--- config.mk ---
export PLATFORM = sky130hd
export DESIGN_NAME = serial_add_ctrl_flat
export DESIGN_NICKNAME = d
export VERILOG_FILES = /design/src/rtl/serial_add_pkg.sv /design/src/rtl/serial_add_ctrl_if.sv /design/src/rtl/serial_add_ctrl_full_add.sv /design/src/rtl/serial_add_ctrl.sv /design/src/flat_wrapper.sv
export SDC_FILE = /design/constraint.sdc
export NUM_CORES = 1
export LEC_CHECK = 0
export ABC_CLOCK_PERIOD_IN_PS = 1200
export CAP_MARGIN = 20
export CORE_MARGIN = 10
export CORE_UTILIZATION = 48
export CTS_CLUSTER_DIAMETER = 150
export DETAILED_ROUTE_END_ITERATION = 6
export PLACE_DENSITY = 0.87
export SETUP_SLACK_MARGIN = 0.02
export SKIP_CTS_REPAIR_TIMING = 1
export SLEW_MARGIN = 0
export SYNTH_ARGS = -nofsm -noshare
export SYNTH_HDL_FRONTEND = slang
export SYNTH_SLANG_ARGS = --single-unit
--- constraint.sdc ---
create_clock -name clk -period 1.2 [get_ports clk]
set_input_delay 0.12 -clock clk [delete_from_list [all_inputs] [get_ports clk]]
set_output_delay 0.12 -clock clk [all_outputs]
set_load 0.02 [all_outputs]
--- src/rtl/serial_add_pkg.sv ---
// Shared types and defaults for the bit-serial adder controller.
package serial_add_pkg;

    localparam int unsigned DEFAULT_WIDTH = 8;

    typedef enum logic [1:0] {
        ST_IDLE = 2'd0,
        ST_RUN  = 2'd1,
        ST_DONE = 2'd2
    } state_e;

endpackage

--- src/rtl/serial_add_ctrl_if.sv ---
// Request/result bundle for serial_add_ctrl; ovf exists only with SERIAL_ADD_OVF_EN.
interface serial_add_ctrl_if
    import serial_add_pkg::*;
#(
    parameter int unsigned WIDTH = DEFAULT_WIDTH
);
    logic             start;
    logic [WIDTH-1:0] a;
    logic [WIDTH-1:0] b;
    logic [WIDTH-1:0] sum;
    logic             cout;
    logic             busy;
    logic             done;
`ifdef SERIAL_ADD_OVF_EN
    logic             ovf;

    modport master (output start, a, b, input sum, cout, busy, done, ovf);
    modport slave  (input start, a, b, output sum, cout, busy, done, ovf);
`else
    modport master (output start, a, b, input sum, cout, busy, done);
    modport slave  (input start, a, b, output sum, cout, busy, done);
`endif
endinterface

--- src/rtl/serial_add_ctrl_full_add.sv ---
// One-bit combinational full adder used by the serial datapath.
module full_add (
    input  logic a,
    input  logic b,
    input  logic cin,
    output logic s,
    output logic cout
);
    assign s    = a ^ b ^ cin;
    assign cout = (a & b) | (a & cin) | (b & cin);
endmodule

--- src/rtl/serial_add_ctrl.sv ---
// Bit-serial adder: one result bit per cycle, LSB first, through a single full adder.
// Optional signed-overflow output enabled by defining SERIAL_ADD_OVF_EN.
module serial_add_ctrl
    import serial_add_pkg::*;
#(
    parameter int unsigned WIDTH = DEFAULT_WIDTH
) (
    input  logic              clk,
    input  logic              rst,
    serial_add_ctrl_if.slave  bus
);
    localparam int unsigned CNT_W = (WIDTH > 1) ? $clog2(WIDTH) : 1;

    state_e           state_q, state_d;
    logic [WIDTH-1:0] a_q, a_d;
    logic [WIDTH-1:0] b_q, b_d;
    logic [WIDTH-1:0] sum_q, sum_d;
    logic [CNT_W-1:0] cnt_q, cnt_d;
    logic             carry_q, carry_d;
    logic             cout_q, cout_d;
    logic             busy_q, busy_d;
    logic             done_q, done_d;
`ifdef SERIAL_ADD_OVF_EN
    logic             ovf_q, ovf_d;
`endif

    logic fa_s;
    logic fa_cout;

    full_add u_full_add (
        .a    (a_q[0]),
        .b    (b_q[0]),
        .cin  (carry_q),
        .s    (fa_s),
        .cout (fa_cout)
    );

    always_ff @(posedge clk) begin
        if (rst) begin
            state_q <= ST_IDLE;
            a_q     <= '0;
            b_q     <= '0;
            sum_q   <= '0;
            cnt_q   <= '0;
            carry_q <= 1'b0;
            cout_q  <= 1'b0;
            busy_q  <= 1'b0;
            done_q  <= 1'b0;
`ifdef SERIAL_ADD_OVF_EN
            ovf_q   <= 1'b0;
`endif
        end else begin
            state_q <= state_d;
            a_q     <= a_d;
            b_q     <= b_d;
            sum_q   <= sum_d;
            cnt_q   <= cnt_d;
            carry_q <= carry_d;
            cout_q  <= cout_d;
            busy_q  <= busy_d;
            done_q  <= done_d;
`ifdef SERIAL_ADD_OVF_EN
            ovf_q   <= ovf_d;
`endif
        end
    end

    // Next state and datapath; busy/done are registered from the next state.
    always_comb begin
        state_d = state_q;
        a_d     = a_q;
        b_d     = b_q;
        sum_d   = sum_q;
        cnt_d   = cnt_q;
        carry_d = carry_q;
        cout_d  = cout_q;
`ifdef SERIAL_ADD_OVF_EN
        ovf_d   = ovf_q;
`endif
        case (state_q)
            ST_IDLE: begin
                if (bus.start) begin
                    a_d     = bus.a;
                    b_d     = bus.b;
                    sum_d   = '0;
                    cnt_d   = '0;
                    carry_d = 1'b0;
                    cout_d  = 1'b0;
`ifdef SERIAL_ADD_OVF_EN
                    ovf_d   = 1'b0;
`endif
                    state_d = ST_RUN;
                end
            end
            ST_RUN: begin
                sum_d   = {fa_s, sum_q[WIDTH-1:1]};
                carry_d = fa_cout;
                a_d     = a_q >> 1;
                b_d     = b_q >> 1;
                cnt_d   = cnt_q + CNT_W'(1);
                if (cnt_q == CNT_W'(WIDTH - 1)) begin
                    cout_d  = fa_cout;
`ifdef SERIAL_ADD_OVF_EN
                    ovf_d   = carry_q ^ fa_cout;
`endif
                    state_d = ST_DONE;
                end
            end
            ST_DONE: state_d = ST_IDLE;
            default: state_d = ST_IDLE;
        endcase
        busy_d = (state_d == ST_RUN);
        done_d = (state_d == ST_DONE);
    end

    assign bus.sum  = sum_q;
    assign bus.cout = cout_q;
    assign bus.busy = busy_q;
    assign bus.done = done_q;
`ifdef SERIAL_ADD_OVF_EN
    assign bus.ovf  = ovf_q;
`endif

endmodule

--- src/flat_wrapper.sv ---
// flat-port wrapper written by rule: the top's interface ports become plain ports
module serial_add_ctrl_flat import serial_add_pkg::*;
#(
    parameter int unsigned WIDTH = DEFAULT_WIDTH
)
  (clk, rst, bus_start, bus_a, bus_b, bus_sum, bus_cout, bus_busy, bus_done);
  serial_add_ctrl_if #(.WIDTH(WIDTH)) bus_i ();
  input  logic clk;
  input  logic rst;
  input wire logic [$bits(bus_i.start)-1:0] bus_start;
  input wire logic [$bits(bus_i.a)-1:0] bus_a;
  input wire logic [$bits(bus_i.b)-1:0] bus_b;
  output wire logic [$bits(bus_i.sum)-1:0] bus_sum;
  output wire logic [$bits(bus_i.cout)-1:0] bus_cout;
  output wire logic [$bits(bus_i.busy)-1:0] bus_busy;
  output wire logic [$bits(bus_i.done)-1:0] bus_done;
  assign bus_i.start = bus_start;
  assign bus_i.a = bus_a;
  assign bus_i.b = bus_b;
  assign bus_sum = bus_i.sum;
  assign bus_cout = bus_i.cout;
  assign bus_busy = bus_i.busy;
  assign bus_done = bus_i.done;
  serial_add_ctrl #(.WIDTH(WIDTH)) u_core (.clk(clk), .rst(rst), .bus(bus_i));
endmodule
==> impl_metrics.toml, run 1 <==
[die]
die_area_um2 = 5290
num_rows = 19
die_w_um = 72.8
initial_core_util_pct = 49.3
core-area_um2 = 2710
io_pins = 30
die_h_um = 72.8

[drt]
drc = 0
first_iter_violations = 103
wl_met2_um = 1620
num_vias = 1098
avgRoutedWirePerCell_um = 16.2
met1_length_um = 1270
wl_met3_um = 288
vias_per_cell = 5.57
routed.top_layer = "met3"
firstDrtPassIters = 4
drt-total-wl_um = 3190
ant_nets = 0

[clock_network]
cts_tree = "done"
cts_root_buf = "clkbuf_4"
cts_buffers = 5
htreeDepth = 2
clock_sinks = 33
clk_latency_ns = 0.32
path_clk_slew_ns = 0.09
cts.path.max_buffers = 2

[status]
outcome = "complete, no violations"

[cells_and_area]
stdcell_count = 197
drive_gt1_share_pct = 18.1
nets = 188
n_antenna_cell = 0
postLayoutCellArea_um2 = 1800
area_growth_pct = 34.7

[placement]
placedCellCount = 190
hpwl_um = 2220
placed_area_um2 = 1670
io_buffers = 29
place_congestion = 0.831

[sta]
tightestPinTransition_ns = 0.289
min_period_ns = 1.14
fmax_mhz = 875
setup_violations = 0
period_share_pct = 95.2
hold_viol = 0
fin_skew_ns = 0.00498
slew_violations = 0
rsz0062_at_grt = "yes"
slew_headroom_pct = 80.6

[setup_path]
crit_family = "adder cells"
crit_chain = "fa_1 > a22oi_2 > nor2_1"
worst_ep_arrival_time_ns = 1.37
cp_slowest_cell = "fa_1"
worst-path-buf-inv = 0
cp_max_fo = 2
cp.required_ns = 1.43
worst-setup-path-type = "reg -> reg"
crit_path_end_kind = "flop"
r2r-start = "u_core.b_q[0]"
critPathLaunchType = "flop"
startpoint = "u_core.b_q[0]"
cpPeakStageDelay_ns = 0.52

[synthesis]
syn_inst = 130
synth_area_um2 = 1340
syn_area_per_cell_um2 = 10.3
yosysMostFrequentCell = "dfxtp_1"
ys_ff_latch = 33
synth_nets = 152
synth_top_cells_by_area = "dfxtp_1 (49%), a211oi_1 (9.0%), nor2_1 (7.9%), a22oi_1 (7.3%), o22ai_1 (4.7%)"
yosys_most_used_dff = "dfxtp_1"
yosysTopAreaCell = "dfxtp_1"
yosysTopAreaCellShare_pct = 49.4
synth_edf_count = 0
synth.distinct_cells = 25
async_reset_ff_share_pct = 0
synth_warnings = 0
synthTopCellsByCount = "dfxtp_1 (33), nor2_1 (28), a211oi_1 (16)"
yosysSeqAreaShare_pct = 49.4

[pwr]
leakage_nw = 0.868
powerDensity_nw_per_um2 = 1190
total_power_mw = 2.14
ir_worst_vdd_uv = 996

[global_routing]
grt_max_degree = 34
antenna_found_initial = 0
grt_use_total_pct = 12.3
grt_pass1_vias = 1087
overflow = 0
grt_pass1_wl_um = 5090

[hold_path]
hp-class = "in -> reg"
min-delay-start = "bus_a[7]"

[run]
maxCapViolCount = 0
-- layout by cell type (no fill, tap or decap), types with 4 or more instances in the layout --
| cell | n |
|---|---|
| nor2_1 | 28 |
| a22oi_1 | 12 |
| o22ai_1 | 10 |
| dlymetal6s2s_1 | 11 |
| dfxtp_1 | 28 |
| buf_4 | 5 |
| clkbuf_4 | 5 |
| mux2i_1 | 5 |
| a211oi_1 | 13 |
| clkdlybuf4s50_1 | 18 |
| dfxtp_2 | 4 |
-- through the flow --
step / hold slack (ns) / setup WS (ns) / util (%) / TNS (ns)
finish: 0.413 / 0.0570 / 66.4 / 0
global route: 0.399 / 0.0117 / 66.4 / 0
CTS: 0.393 / -0.276 / 63.8 / -4.15
detailed placement: 0.494 / -0.175 / 61.7 / -3.43
global placement: 0.479 / -0.139 / 61.7 / -2.51
floorplan: 0.198 / 0.114 / - / 0
-- area by class of cell --
| cell class | count | area [um^2] |
|---|---|---|
| fill | 226 | 910 |
| timing repair buffer | 38 | 427 |
| multi-input combinational | 86 | 599 |
| inverter | 2 | 11.3 |
| sequential | 33 | 669 |
| clock buffer | 7 | 55.1 |
| tap | 31 | 38.8 |
-- state kept, by name (all words and copies together) (netlist names) --
signal and count:
u_core.carry_q 1, u_core.bus.done 1, u_core.b_q 8, u_core.state_q 2, u_core.bus.cout 1, u_core.cnt_q 3
u_core.bus.busy 1, u_core.a_q 8, u_core.bus.sum 8
-- final timing paths --
path / end / slack [ns] / depth (start not counted)
setup / recovery: u_core.bus.sum[7] / 0.06 / 3
hold / removal: u_core.a_q[7] / 0.41 / 3
setup reg to reg: u_core.bus.sum[7] / 0.06 / 3
hold reg to reg: u_core.b_q[1] / 0.51 / 2
-- tightest hold or removal path, cell delays in order --
cell             delay, ns
clkdlybuf4s50_1       0.46
a22oi_1               0.06
nor2_1                0.07
-- layer usage --
metal,up-vias,global-route usage [%]
met3,0,7.62
met1,517,12.7
met4,0,4.43
met2,34,19.7
met5,-,0
li1,547,-
-- power breakdown --
| part | switching, mW | internal (mW) |
|---|---|---|
| clock | 0.340 | 0.276 |
| sequential | 0.0392 | 1.15 |
| combinational | 0.151 | 0.183 |
| total | 0.530 | 1.61 |
-- kinds of logic (layout without fill, tap and decap cells) --
logic type | Yosys count | count (layout) | share of synthesized area, %
AO/OA/AOI/OAI | 42 | 42 | 23.6
AND/OR/NAND/NOR | 36 | 36 | 12.0
flip-flops | 33 | 33 | 49.4
buffers and inverters | 11 | 47 | 7.87
multiplexers | 5 | 5 | 3.75
adder cells (fa/ha/maj) | 3 | 3 | 3.37
Power figures use the tool's default switching activity.
==> run 2, diff against run 1 <==
CORE_MARGIN = 2   (was 10)
==> run 2 against run 1 <==
Global-route usage grew 6.8 points. Final cell count up 3.0%. Die area down 39%. Flip-flop and latch count stayed put. Cell area increased by 3.0%. Power down 0.62%. Setup slack lost 0.013 ns. Combinational power increased by 5%. Critical path type unchanged. Largest cell class unchanged. Largest power group unchanged.
==> impl_metrics.toml, run 2 (synthesis results as in run 1) <==
[sta]
min_period_ns = 1.16
slew_headroom_pct = 81.2
setup_violations = 0
rsz0062_at_grt = "yes"
hold_viol = 0
period_share_pct = 96.3
fin_skew_ns = 0.00837
tightestPinTransition_ns = 0.280
slew_violations = 0
fmax_mhz = 865

[drt]
vias_per_cell = 5.63
ant_nets = 0
num_vias = 1143
firstDrtPassIters = 4
drt-total-wl_um = 2930
wl_met2_um = 1410
drc = 0
first_iter_violations = 31
met1_length_um = 1300
wl_met3_um = 162
routed.top_layer = "met4"
avgRoutedWirePerCell_um = 14.4

[placement]
place_congestion = 0.809
placed_area_um2 = 1680
io_buffers = 29
hpwl_um = 1960

[die]
die_h_um = 56.8
num_rows = 19
die_area_um2 = 3220
die_w_um = 56.8
io_pins = 30
initial_core_util_pct = 49.3
core-area_um2 = 2710

[clock_network]
cts.path.max_buffers = 2
path_clk_slew_ns = 0.10
clk_latency_ns = 0.33
cts_tree = "done"
htreeDepth = 2
clock_sinks = 33
cts_buffers = 5
cts_root_buf = "clkbuf_4"

[pwr]
ir_worst_vdd_uv = 788
leakage_nw = 0.899
powerDensity_nw_per_um2 = 1150
total_power_mw = 2.13

[cells_and_area]
postLayoutCellArea_um2 = 1850
drive_gt1_share_pct = 20.3
layout_commonest_cell = "dfxtp_1"
nets = 193
n_antenna_cell = 0
area_growth_pct = 38.8
fill_cells = 213
mostFrequentLayoutCells = "dfxtp_1 (29), nor2_1 (28), clkdlybuf4s50_1 (18)"

[setup_path]
ff2ff_path_depth = 5
rrSetupSlack_ns = 0.04
cp.required_ns = 1.47
worst-path-buf-inv = 2
worst-setup-path-type = "reg -> reg"
cp_max_fo = 8
crit_chain = "buf_6 > o21bai_4 > clkbuf_16 > a22oi_2 > nor2_1"
crit_path_end_kind = "flop"
r2r-start = "u_core.state_q[0]"
crit_family = "flip-flops"
cp.depth = 5
worst_ep_arrival_time_ns = 1.43
critPathLaunchType = "flop"
cp_slowest_cell = "dfxtp_4"
reg2reg_to = "u_core.bus.sum[3]"
cpPeakStageDelay_ns = 0.38

[hold_path]
min-delay-start = "bus_a[7]"
hold_path_depth = 3
min_to = "u_core.a_q[7]"
hp-class = "in -> reg"

[global_routing]
grt_pass1_vias = 1074
overflow = 0
grt_max_degree = 19
antenna_found_initial = 0
grt_use_total_pct = 19.0
grt_pass1_wl_um = 4770

[run]
maxCapViolCount = 0

[status]
outcome = "complete, no violations"
## run 2: cell count changes in the layout (fill, tap and decap cells not counted), moves of 2 or more
| cell | change |
|---|---|
| buf_4 | +4 |
| clkbuf_16 | +2 |
| clkinv_2 | +2 |
| a211oi_2 | -2 |
| a211oi_1 | +2 |
## run 2: how the worst max path moves through the flow
| stage | end | startpoint | slack, ns |
|---|---|---|---|
| 6_report | u_core.bus.sum[3] | u_core.state_q[0] | 0.04 |
| 5_1_grt | u_core.bus.cout | u_core.state_q[0] | -0.04 |
| 4_1_cts | bus_cout | u_core.bus.cout | -0.28 |
| 3_5_place_dp | u_core.a_q[0] | bus_start | -0.17 |
| 3_3_place_gp | u_core.a_q[0] | bus_start | -0.13 |
| 2_1_floorplan | u_core.bus.sum[7] | u_core.a_q[0] | 0.11 |
## run 2: area by class of cell
cell class              count  area (um^2)  area share, %
clock buffers               6         41.3           2.23
inverters                   2         11.3          0.607
clock inverters             2         10.0          0.540
well taps                  31         38.8           2.09
repair buffers             43          487           26.2
multi-input cells          86          598           32.3
flip-flops and latches     33          668           36.0
## run 2: worst register-to-register path, stage by stage (launching register included)
cell	delay, ns
dfxtp_4	0.38
buf_6	0.12
o21bai_4	0.21
clkbuf_16	0.21
a22oi_2	0.07
nor2_1	0.11
## run 2: through the flow
stage	instances	util (%)	worst slack [ns]	hold slack (ns)	TNS, ns
after floorplan	130	-	0.114	0.198	0
after detailed placement	192	61.8	-0.169	0.492	-3.62
after CTS	200	63.7	-0.275	0.393	-3.22
after global placement	192	61.8	-0.130	0.475	-2.55
final	203	68.4	0.0444	0.410	0
after global routing	203	68.4	-0.0355	0.429	-0.110
## run 2: power by group
part | leakage (nW) | internal [mW] | switching [mW]
clock network | 0.0320 | 0.223 | 0.364
logic | 0.595 | 0.201 | 0.151
registers | 0.272 | 1.15 | 0.0371
## run 2: layer usage
metal,vias up,track usage [%]
met5,-,0
met4,0,6.98
met3,6,7.37
met2,33,31.1
met1,542,22.7
li1,562,-
